--- src/rtl/bus_gnrtr_pkg.sv ---
// bus_gnrtr_pkg: shared ID width, arbiter FSM states and packet destination-ID extraction
// No ports. Compile-time option BUS_BROADCAST_EN is consumed by bus_rr_arbiter.
package bus_gnrtr_pkg;
  localparam int ID_W = 8;
  localparam int PKT_MAX = 1024;
  typedef enum logic [1:0] {IDLE, POP, PUSH} state_t;
  // Destination ID sits in the top ID_W bits of a pckg_sz-wide packet, zero-extended into PKT_MAX.
  function automatic logic [ID_W-1:0] pkt_id(input logic [PKT_MAX-1:0] pkt, input int sz);
    return ID_W'(pkt >> (sz - ID_W));
  endfunction
endpackage

--- src/rtl/bus_rr_arbiter.sv ---
// bus_rr_arbiter: one bus, round-robin pop from a pending device then push to the decoded destination
// Ports: clk; reset (sync, active-low); pndng/d_pop per-device FIFO heads; pop consume pulse;
// push delivery pulse; d_push delivered packet replicated to every device.
// Macro BUS_BROADCAST_EN: when defined, ID == broadcast pushes to every device except the source.
module bus_rr_arbiter import bus_gnrtr_pkg::*; #(
  parameter int drvrs = 4,
  parameter int pckg_sz = 16,
  parameter logic [ID_W-1:0] broadcast = 8'hFF
) (
  input  logic                            clk,
  input  logic                            reset,
  input  logic [drvrs-1:0]                pndng,
  input  logic [drvrs-1:0][pckg_sz-1:0]   d_pop,
  output logic [drvrs-1:0]                pop,
  output logic [drvrs-1:0]                push,
  output logic [drvrs-1:0][pckg_sz-1:0]   d_push
);
  localparam int GW = drvrs > 1 ? $clog2(drvrs) : 1;
  localparam logic [drvrs-1:0] ONE = drvrs'(1);
  state_t state, state_nxt;
  logic [GW-1:0] last, last_nxt, pick;
  logic [pckg_sz-1:0] pkt, pkt_nxt;
  logic [drvrs-1:0] pop_nxt, push_nxt;
  logic [ID_W-1:0] id;
  logic hit;
  // last doubles as the committed grant while a transfer is in flight.
  always_ff @(posedge clk)
    if (!reset) begin
      state <= IDLE;
      last  <= GW'(drvrs - 1);
      pkt   <= '0;
      pop   <= '0;
      push  <= '0;
    end else begin
      state <= state_nxt;
      last  <= last_nxt;
      pkt   <= pkt_nxt;
      pop   <= pop_nxt;
      push  <= push_nxt;
    end
  always_comb begin
    hit = 1'b0;
    pick = last;
    state_nxt = state;
    last_nxt = last;
    pkt_nxt = pkt;
    pop_nxt = '0;
    push_nxt = '0;
    for (int i = 1; i <= drvrs; i++)
      if (!hit && pndng[GW'((int'(last) + i) % drvrs)]) begin
        hit = 1'b1;
        pick = GW'((int'(last) + i) % drvrs);
      end
    id = pkt_id(PKT_MAX'(d_pop[last]), pckg_sz);
    if (state == IDLE && hit) begin
      state_nxt = POP;
      last_nxt = pick;
      pop_nxt = ONE << pick;
    end else if (state == POP) begin
      state_nxt = PUSH;
      pkt_nxt = d_pop[last];
      // IDs at or beyond drvrs shift the single bit out, which drops the packet.
`ifdef BUS_BROADCAST_EN
      push_nxt = (id == broadcast) ? ~(ONE << last) : ONE << id;
`else
      push_nxt = (id == broadcast) ? '0 : ONE << id;
`endif
    end else if (state == PUSH)
      state_nxt = IDLE;
  end
  assign d_push = {drvrs{pkt}};
endmodule

--- src/rtl/bus_generator_n_arbiter.sv ---
// bus_generator_n_arbiter: bits independent buses, each with its own round-robin arbiter
// Ports: clk; reset (sync, active-low); pndng/D_pop per-bus per-device FIFO heads;
// pop/push per-bus per-device pulses; D_push per-bus packet replicated to all devices.
// Macro BUS_BROADCAST_EN enables broadcast delivery inside each bus_rr_arbiter.
module bus_generator_n_arbiter import bus_gnrtr_pkg::*; #(
  parameter int bits = 1,
  parameter int drvrs = 4,
  parameter int pckg_sz = 16,
  parameter logic [ID_W-1:0] broadcast = 8'hFF
) (
  input  logic                                      clk,
  input  logic                                      reset,
  input  logic [bits-1:0][drvrs-1:0]                pndng,
  input  logic [bits-1:0][drvrs-1:0][pckg_sz-1:0]   D_pop,
  output logic [bits-1:0][drvrs-1:0]                pop,
  output logic [bits-1:0][drvrs-1:0]                push,
  output logic [bits-1:0][drvrs-1:0][pckg_sz-1:0]   D_push
);
  for (genvar b = 0; b < bits; b++) begin : g_bus
    bus_rr_arbiter #(.drvrs(drvrs), .pckg_sz(pckg_sz), .broadcast(broadcast)) u_arb (
      .clk(clk),
      .reset(reset),
      .pndng(pndng[b]),
      .d_pop(D_pop[b]),
      .pop(pop[b]),
      .push(push[b]),
      .d_push(D_push[b])
    );
  end
endmodule

--- config.mk ---
export PLATFORM = sky130hd
export DESIGN_NAME = bus_generator_n_arbiter
export DESIGN_NICKNAME = d
export VERILOG_FILES = /design/src/rtl/bus_gnrtr_pkg.sv /design/src/rtl/bus_rr_arbiter.sv /design/src/rtl/bus_generator_n_arbiter.sv
export SDC_FILE = /design/constraint.sdc
export NUM_CORES = 1
export LEC_CHECK = 0
export CELL_PAD_IN_SITES_DETAIL_PLACEMENT = 1
export CELL_PAD_IN_SITES_GLOBAL_PLACEMENT = 1
export CORE_MARGIN = 5
export CORE_UTILIZATION = 24
export DETAILED_ROUTE_END_ITERATION = 6
export PLACE_DENSITY_LB_ADDON = 0.08
export SETUP_SLACK_MARGIN = 0.15
export SKIP_CTS_REPAIR_TIMING = 1
export SLEW_MARGIN = 30
export SYNTH_ARGS = -nofsm -noshare
export SYNTH_HDL_FRONTEND = slang
export SYNTH_SLANG_ARGS = --single-unit
--- constraint.sdc ---
create_clock -name clk -period 2.1 [get_ports clk]
set_input_delay 0.21 -clock clk [delete_from_list [all_inputs] [get_ports clk]]
set_output_delay 0.21 -clock clk [all_outputs]
set_load 0.01 [all_outputs]
---- Word level (Yosys, flattened, before mapping) ----
Index checks and enable logic that the tools add are counted.
cells by class
  magnitude comparators ................... 5
  add/subtract/negate cells ............... 4
  shift operators ......................... 2
  reduce and logical (&&, ||, !) cells .... 14
  equality and inequality tests ........... 3
  bitwise logic cells ..................... 3
  muxes and demuxes ....................... 25
operators by type and width
  kind                 count
  $bmux 16 s2          1
  $lt 2x4->1 const B   4
  $mux 16              1
  $mux 1               13
  $mux 2               6
  $bmux 1 s2           4
  $eq 8x8->1 const B   1
  $shl 1x8->4 const A  1
  $add 2x1->2 const B  2
  $add 2x2->2 const B  2
  $logic_and 1x1->1    4
  $reduce_and 2->1     2
  $reduce_or 4->1      1
  $shl 1x2->4 const A  1
  $logic_not 1->1      3
  $lt 2x3->1 const B   1
  $not 1->1            3
  $reduce_bool 3->1    1
  $eq 2x1->1 const B   1
  $eq 2x2->1 const B   1
  $logic_not 2->1      1
  $reduce_bool 2->1    1
  $reduce_or 2->1      1
storage, ports and cells
  input bits .............................. 70
  flip-flop bits (word level) ............. 28
  output and inout port bits .............. 72

---- Longest topological paths before layout ----
Gate-level depths: netlist of the first run.
  depth after elaboration ................. 17
  mapped depth ............................ 6

---- Worst setup path before layout of the first run ----
Ideal clock, no wire load.
  kind .................................... register to register
  start point ............................. register g_bus[0].u_arb.last[0]
  end point ............................... register g_bus[0].u_arb.push[2]
  required time ........................... 2.022 ns
  library setup time ...................... 0.078 ns
  setup slack ............................. 0.392 ns
  stages on the path, launching flop included .. 5
  path buffers ............................ 1
  arrival ................................. 1.630 ns
  path through ............................ dfxtp_1 > buf_6 > mux4_2 > or4b_1 > nor3_1
on the way
  word-level cells in the longest chain between the ends .. 16
  elaborated cells between the ends (all ways) .. 32
  those cells by class .................... add/sub: 4; eq/ne: 1; shift: 1; mux: 18; reduce/logical: 8
ends and longest elaborated chain
  what                                       RTL line              source
  start: declaration                         bus_rr_arbiter.sv:21  logic [GW-1:0] last, last_nxt, pick;
  start signal: assignment                   bus_rr_arbiter.sv:30  last <= GW'(drvrs - 1);
  start signal: assignment                   bus_rr_arbiter.sv:36  last <= last_nxt;
  $add 2x1->2                                bus_rr_arbiter.sv:50  if (!hit && pndng[GW'((int'(last) + i) % drvrs)]) begin
  $bmux 1 s2                                 bus_rr_arbiter.sv:50
  $mux 1 (implied by the code) (2 in a row)  bus_rr_arbiter.sv:50
  $mux 1                                     bus_rr_arbiter.sv:50
  $logic_not 1->1                            bus_rr_arbiter.sv:50
  $logic_and 1x1->1                          bus_rr_arbiter.sv:50
  $mux 1                                     bus_rr_arbiter.sv:50
  $logic_not 1->1                            bus_rr_arbiter.sv:50
  $logic_and 1x1->1                          bus_rr_arbiter.sv:50
  $mux 1                                     bus_rr_arbiter.sv:50
  $logic_not 1->1                            bus_rr_arbiter.sv:50
  $logic_and 1x1->1                          bus_rr_arbiter.sv:50
  $mux 1                                     bus_rr_arbiter.sv:50
  $logic_and 1x1->1                          bus_rr_arbiter.sv:55  if (state == IDLE && hit) begin
  $reduce_or 4->1 (no line)                  -
  end signal: assignment                     bus_rr_arbiter.sv:39  push <= push_nxt;
  end: declaration                           bus_rr_arbiter.sv:15  output logic [drvrs-1:0] push,
Several ways; a longest one is shown, not always the timed one. The select of a mux whose other input is x is not followed.
A chain may end at the register's enable or synchronous reset.

---- Worst setup path in the final report of the first run ----
  start point ............................. register g_bus[0].u_arb.last[0]
  end point ............................... register g_bus[0].u_arb.push[0]
The elaborated chain is that of the path after synthesis.

==> metrics.txt, run 1 <==
worst-margin pin slew 282.7 ps; Mapped Area 1872 um^2; row cnt 32; Min Hold Slack 487.5 ps; ys async rst share 0%; initial core utilization 24.48%; Syn. warnings 0; sequential area share after synthesis between 20% and 30%; Layout fillers 836; Synth top area share 29.95%; syn_nets 244; Leakage 1.176 nW; peak supply drop 0.3976 mV; clock sinks 28; nets@finish roughly 350; relative slew slack 81.04%; commonest cells after routing, fill and taps aside 141 x clkdlybuf4s50_1, 28 x dfxtp_1, 18 x mux2i_1, 16 x nor2b_1, 12 x buf_4; Setup crit end kind register; CTS tree yes; TNS Setup 0 ps; CTS H-tree depth 1; dpl hpwl 5075 um; WP data required between 2000 and 2500 ps; vias in the first global route 1749; grt total ovfl 0; Max Freq 543.3 MHz; wire per inst 16.33 um; area occupied by multi-input gates ~900 um^2; Finished Layout Cells 375; DR vias 1588; Global Route Usage Sum between 10% and 20%; DP Cell Count 370; die width 98.31 um; Non-Filler Cell Area, Final 3148 um^2; largest cells by area after synthesis dfxtp_1 30%, buf_4 19%, mux4_2 11%, mux2i_1 9.6%, mux4_1 8.4%; IO Count 142; CP startpoint kind register; antenna viol nets, final 0; port bufs 141; Area after DPL 3099 um^2; die area a little under 10000 um^2; synth unique cells 32; Worst Path Arrival around 2000 ps; Bufs on Longest Clock Path 2; RSZ-0062 raised after global routing no; Final min period 1841 ps; Total Routed Length 6124 um; min-delay worst type reg -> reg; Reg clk slew, reported paths approximately 100 ps; Via density 4.235; status complete, no violations; Syn Area/Cell 10.88 um^2; CP Max Fanout 8; area leader, netlist dfxtp_1; Post-Syn Instances 172; core footprint approximately 7600 um^2; CTS root buffer clkbuf_8; #FFs+latches synth 28; Post-synth EDFFs 0; Register Area 560.5 um^2; pin count of the biggest net entering global routing 17; Die Ht 98.31 um; initial antenna violation count 0; ANT cells 0; Max-cap violations 0; TritonCTS buffer count 3; max-slew violations 0; DRT Pass-1 Iters 4; final clock skew 4.626 ps; drt drc 0; DR iter-0 viols 30; critical path type reg -> reg; layout cells sized above 1 10.26%; Period Utilization, post-route ~88%; placer's final routability congestion estimate 0.7471; most common library cell in the layout ignoring fill and taps clkdlybuf4s50_1; top_reg_cell synth dfxtp_1; PD cells a little under 900 nW/um^2; global-route wire length before repair 9370 um; worst skew pair latency 270 ps; # setup viols final 0; Hold Vio Cnt, Final 0; area growth from synthesis to layout 68.18%
-- power breakdown --
group | total (mW) | internal [mW] | switching (mW)
Combinational | 1.75 | 1.08 | 0.675
Clock | 0.298 | 0.129 | 0.169
Sequential | 0.765 | 0.646 | 0.120
Total | 2.82 | 1.85 | 0.964
-- cell type report --
type	instances	area share, %
flip-flops and latches	28	17.81
well taps	102	4.054
clock buffers	3	1.312
inverters	4	0.4769
repair buffers	154	48.33
multi-input cells	84	28.02
-- synthesized netlist by cell type, drive strengths merged, types with 2 or more instances --
cell / count
buf: 52
dfxtp: 28
mux2i: 18
nor2b: 16
mux4: 15
nor3: 5
clkbuf: 4
inv: 4
o21ai: 4
nand2b: 3
nor2: 3
a2111o: 2
ha: 2
nand2: 2
nor3b: 2
-- sequential cells by signal, summed over array words and instances (netlist names) --
signal and flops:
g_bus.u_arb.last 2, g_bus.u_arb.pkt 16, g_bus.u_arb.pop 4, g_bus.u_arb.push 4, g_bus.u_arb.state 2
-- worst max-delay path, stage by stage, from the launching register on --
cell and delay [ps]:
dfxtp_1 390, buf_12 150, mux4_2 520, or4_1 550
nor3_1 150
-- metal layers --
metal  up-vias  wire (um)  GRT usage [%]  part of all wire, %
met2        66       3165          22.00                   52
met5         -          0              0                    0
li1        766          -              -                    -
met1       754       2480          14.25                   40
met4         0         35          2.521                 0.57
met3         2        444          3.429                  7.3
-- cells by family after synthesis --
| group | after synthesis | share of synthesized area (%) |
|---|---|---|
| muxes | 33 | 28.88 |
| AOI/OAI and AO/OA | 13 | 5.415 |
| buffers and inverters | 60 | 22.53 |
| DFF | 28 | 29.95 |
| and+or+nand+nor | 36 | 11.90 |
| adders and majority gates | 2 | 1.337 |
-- final timing paths --
kind,from,endpoint,slack (ps),depth (start not counted)
worst max register to register,g_bus[0].u_arb.last[0]$_SDFFE_PN1P_,g_bus[0].u_arb.push[0]$_SDFF_PP0_,260,4
worst min register to register,g_bus[0].u_arb.state[0]$_SDFFE_PN0P_,g_bus[0].u_arb.state[0]$_SDFFE_PN0P_,490,2
worst min-delay path,g_bus[0].u_arb.state[0]$_SDFFE_PN0P_,g_bus[0].u_arb.state[0]$_SDFFE_PN0P_,490,2
worst max-delay path,g_bus[0].u_arb.last[0]$_SDFFE_PN1P_,g_bus[0].u_arb.push[0]$_SDFF_PP0_,260,4
-- through the flow --
step / power [mW] / setup slack (ps) / utilization (%)
finish: 2.817 / 259.2 / 41.16
floorplan: 1.867 / 392.0 / -
detailed placement: 2.548 / 49.05 / 40.53
global placement: 2.533 / 89.06 / 40.53
CTS: 2.866 / 122.1 / 41.07
global route: 3.004 / 174.0 / 41.16
Note: power is estimated with default switching activity, not from simulation.
==> run 2, diff against run 1 <==
--- a/config.mk
+++ b/config.mk
@@ -7,13 +7,12 @@
 export LEC_CHECK = 0
 export CELL_PAD_IN_SITES_DETAIL_PLACEMENT = 1
 export CELL_PAD_IN_SITES_GLOBAL_PLACEMENT = 1
-export CORE_MARGIN = 5
+export CORE_MARGIN = 2
 export CORE_UTILIZATION = 24
 export DETAILED_ROUTE_END_ITERATION = 6
 export PLACE_DENSITY_LB_ADDON = 0.08
 export SETUP_SLACK_MARGIN = 0.15
 export SKIP_CTS_REPAIR_TIMING = 1
-export SLEW_MARGIN = 30
 export SYNTH_ARGS = -nofsm -noshare
 export SYNTH_HDL_FRONTEND = slang
 export SYNTH_SLANG_ARGS = --single-unit
==> run 2 against run 1 <==
- clock skew grew 0.74 ps
- register-to-register slack is essentially flat
- wire length shrank 9.0%
- flip-flop and latch count is the same
- final area grew 0.87%
- maximum frequency grew 0.81%
- power grew 3.3%
- clock-buffer cell count is the same
- utilization grew 0.36 points
- clock power grew 45%
- first-iteration DRC count shrank 33%
- worst setup slack gained 15 ps
==> metrics.txt, run 2 (synthesis gave the netlist of run 1 again) <==
commonest cells after routing, fill and taps aside 141 x clkdlybuf4s50_1, 26 x dfxtp_1, 18 x mux2i_1, 16 x nor2b_1, 10 x buf_4 (was 141 x clkdlybuf4s50_1, 28 x dfxtp_1, 18 x mux2i_1, 16 x nor2b_1, 12 x buf_4); combinational power share 57.7% (was 62.3%); vias in the first global route 1647 (was 1749); Placement Setup Slack 66.43 ps (was 49.05 ps); Min Hold Slack 491.6 ps (was 487.5 ps); area growth from synthesis to layout 69.65% (was 68.18%); CP startpoint kind register (unchanged); Total Power 2.911 mW (was 2.817 mW); worst-margin pin slew 528.3 ps (was 282.7 ps); Sw Pwr 951.6 uW (was 964.1 uW); most common library cell in the layout ignoring fill and taps clkdlybuf4s50_1 (unchanged); WP data required 2300 ps (about the same); max reg flops 16 (unchanged); Final min period 1826 ps (was 1841 ps); CTS tree yes (unchanged); CTS root buffer clkbuf_8 (unchanged); antenna viol nets, final 0 (unchanged); RSZ-0062 raised after global routing no (unchanged); worst skew pair latency 280 ps (was 270 ps); DR iter-0 viols 20 (was 30); Die Ht 92.31 um (was 98.31 um); global-route wire length before repair 8590 um (was 9370 um); wire per inst 14.89 um (was 16.33 um); Global Route Usage Sum 12.82% (was 12.15%); initial antenna violation count 0 (unchanged); IO Count 142 (unchanged); sequential share of power 27.4% (was 27.2%); Hold Startpoint g_bus[0].u_arb.state[0]$_SDFFE_PN0P_ (unchanged); grt total ovfl 0 (unchanged); Total Routed Length 5570 um (was 6124 um); Hold Vio Cnt, Final 0 (unchanged); die area 8521 um^2 (was 9665 um^2); initial core utilization 24.48% (unchanged); worst r2r src g_bus[0].u_arb.last[0]$_SDFFE_PN1P_ (unchanged); Worst Path Arrival 2030 ps (was 2040 ps); Internal Power 1.959 mW (was 1.853 mW); largest register by flop count g_bus.u_arb.pkt (unchanged); TNS Setup 0 ps (unchanged); peak supply drop 0.4213 mV (was 0.3976 mV); layout cells sized above 1 9.926% (was 10.26%); min-delay worst type reg -> reg (unchanged); relative slew slack 64.41% (was 81.04%); port bufs 141 (unchanged); TritonCTS buffer count 3 (unchanged); drt drc 0 (unchanged); Layout fillers 840 (was 836); WP buf/inv 1 (unchanged); pin count of the biggest net entering global routing 17 (unchanged); ANT cells 0 (unchanged); Period Utilization, post-route 86.95% (was 87.66%); core footprint 7647 um^2 (unchanged); Sw Share 32.70% (was 34.22%); Reg clk slew, reported paths 100 ps (about the same); final clock skew 5.369 ps (was 4.626 ps); area occupied by multi-input gates 889.6 um^2 (was 882.1 um^2); Setup crit end kind register (unchanged); Top Registers g_bus.u_arb.pkt x16, g_bus.u_arb.pop x4, g_bus.u_arb.push x4 (unchanged); worst setup margin 274.0 ps (was 259.2 ps); Clock Power Share 14.9% (was 10.6%); CTS H-tree depth 1 (unchanged); CP startpoint g_bus[0].u_arb.last[0]$_SDFFE_PN1P_ (unchanged); Leakage 1.190 nW (was 1.176 nW); nets@finish 345 (was 347); clock sinks 28 (unchanged); DR vias 1591 (was 1588); Max Freq 547.6 MHz (was 543.3 MHz); CP cell instances buf_12 -> mux4_2 -> a2111o_1 -> nor3_1 (was buf_12 -> mux4_2 -> or4_1 -> nor3_1); Crit-path slowest cell mux4_2 (was or4_1); top cell family by delay on the critical path multiplexers (was simple AND/OR/NAND/NOR gates); Via density 4.254 (was 4.235); Max-cap violations 0 (unchanged); DRT Pass-1 Iters 4 (unchanged); Register Area 565.5 um^2 (was 560.5 um^2); row cnt 32 (unchanged); max-slew violations 0 (unchanged); status complete, no violations (unchanged); CP Max Fanout 13 (was 8); placer's final routability congestion estimate 0.7250 (was 0.7471); max incr delay on CP 530 ps (was 550 ps); # setup viols final 0 (unchanged); dpl hpwl 4626 um (was 5075 um); Bufs on Longest Clock Path 2 (unchanged); critical path type reg -> reg (unchanged); PD cells 916.6 nW/um^2 (was 894.9 nW/um^2); die width 92.31 um (was 98.31 um)
run 2: cell types whose count changed in the layout (fill, tap and decap cells not counted):
cell / before / now
buf_4: 12 / 10
bufinv_16: 0 / 1
dfxtp_1: 28 / 26
dfxtp_2: 0 / 1
dfxtp_4: 0 / 1
mux4_1: 4 / 6
mux4_2: 11 / 9
run 2: area by class of cell:
class | count | area share (%)
clock buffer | 3 | 1.300
inverter | 4 | 0.4728
tap | 102 | 4.019
multi-input combinational | 84 | 28.01
clock inverter | 1 | 0.9456
sequential | 28 | 17.81
timing repair buffer | 152 | 47.44
run 2: final timing paths:
check / endpoint / slack [ps] / depth (start not counted)
worst max-delay path: g_bus[0].u_arb.push[2]$_SDFF_PP0_ / 270 / 4
worst min-delay path: g_bus[0].u_arb.state[0]$_SDFFE_PN0P_ / 490 / 2
worst max register to register: g_bus[0].u_arb.push[2]$_SDFF_PP0_ / 270 / 4
worst min register to register: g_bus[0].u_arb.state[0]$_SDFFE_PN0P_ / 490 / 2
run 2: power by group through the flow:
| stage | clock network (mW) | logic (mW) | registers [mW] |
|---|---|---|---|
| floorplan | 0 | 1.06 | 0.804 |
| global placement | 0 | 1.70 | 0.800 |
| detailed placement | 0 | 1.71 | 0.809 |
| CTS | 0.450 | 1.71 | 0.799 |
| global route | 0.475 | 1.81 | 0.821 |
| finish | 0.433 | 1.68 | 0.797 |
run 2: worst reg2reg max path: stages, from the launching register on:
cell,delay (ps)
dfxtp_4,400
buf_12,170
mux4_2,540
a2111o_1,470
nor3_1,180
run 2: layer usage:
layer	routed length, um	GRT usage [%]	share of wire [%]	vias up
met5	0	0	0	-
met4	24	1.866	0.43	0
met3	304	3.011	5.5	2
met2	2935	23.36	53	63
met1	2306	15.62	41	759
li1	-	-	-	767
run 2: metrics by stage:
stage,utilization (%),instances,area [um^2]
detailed placement,40.53,370,3099
global route,41.52,374,3176
floorplan,-,172,1872
finish,41.52,374,3176
global placement,40.53,370,3099
CTS,41.46,374,3171
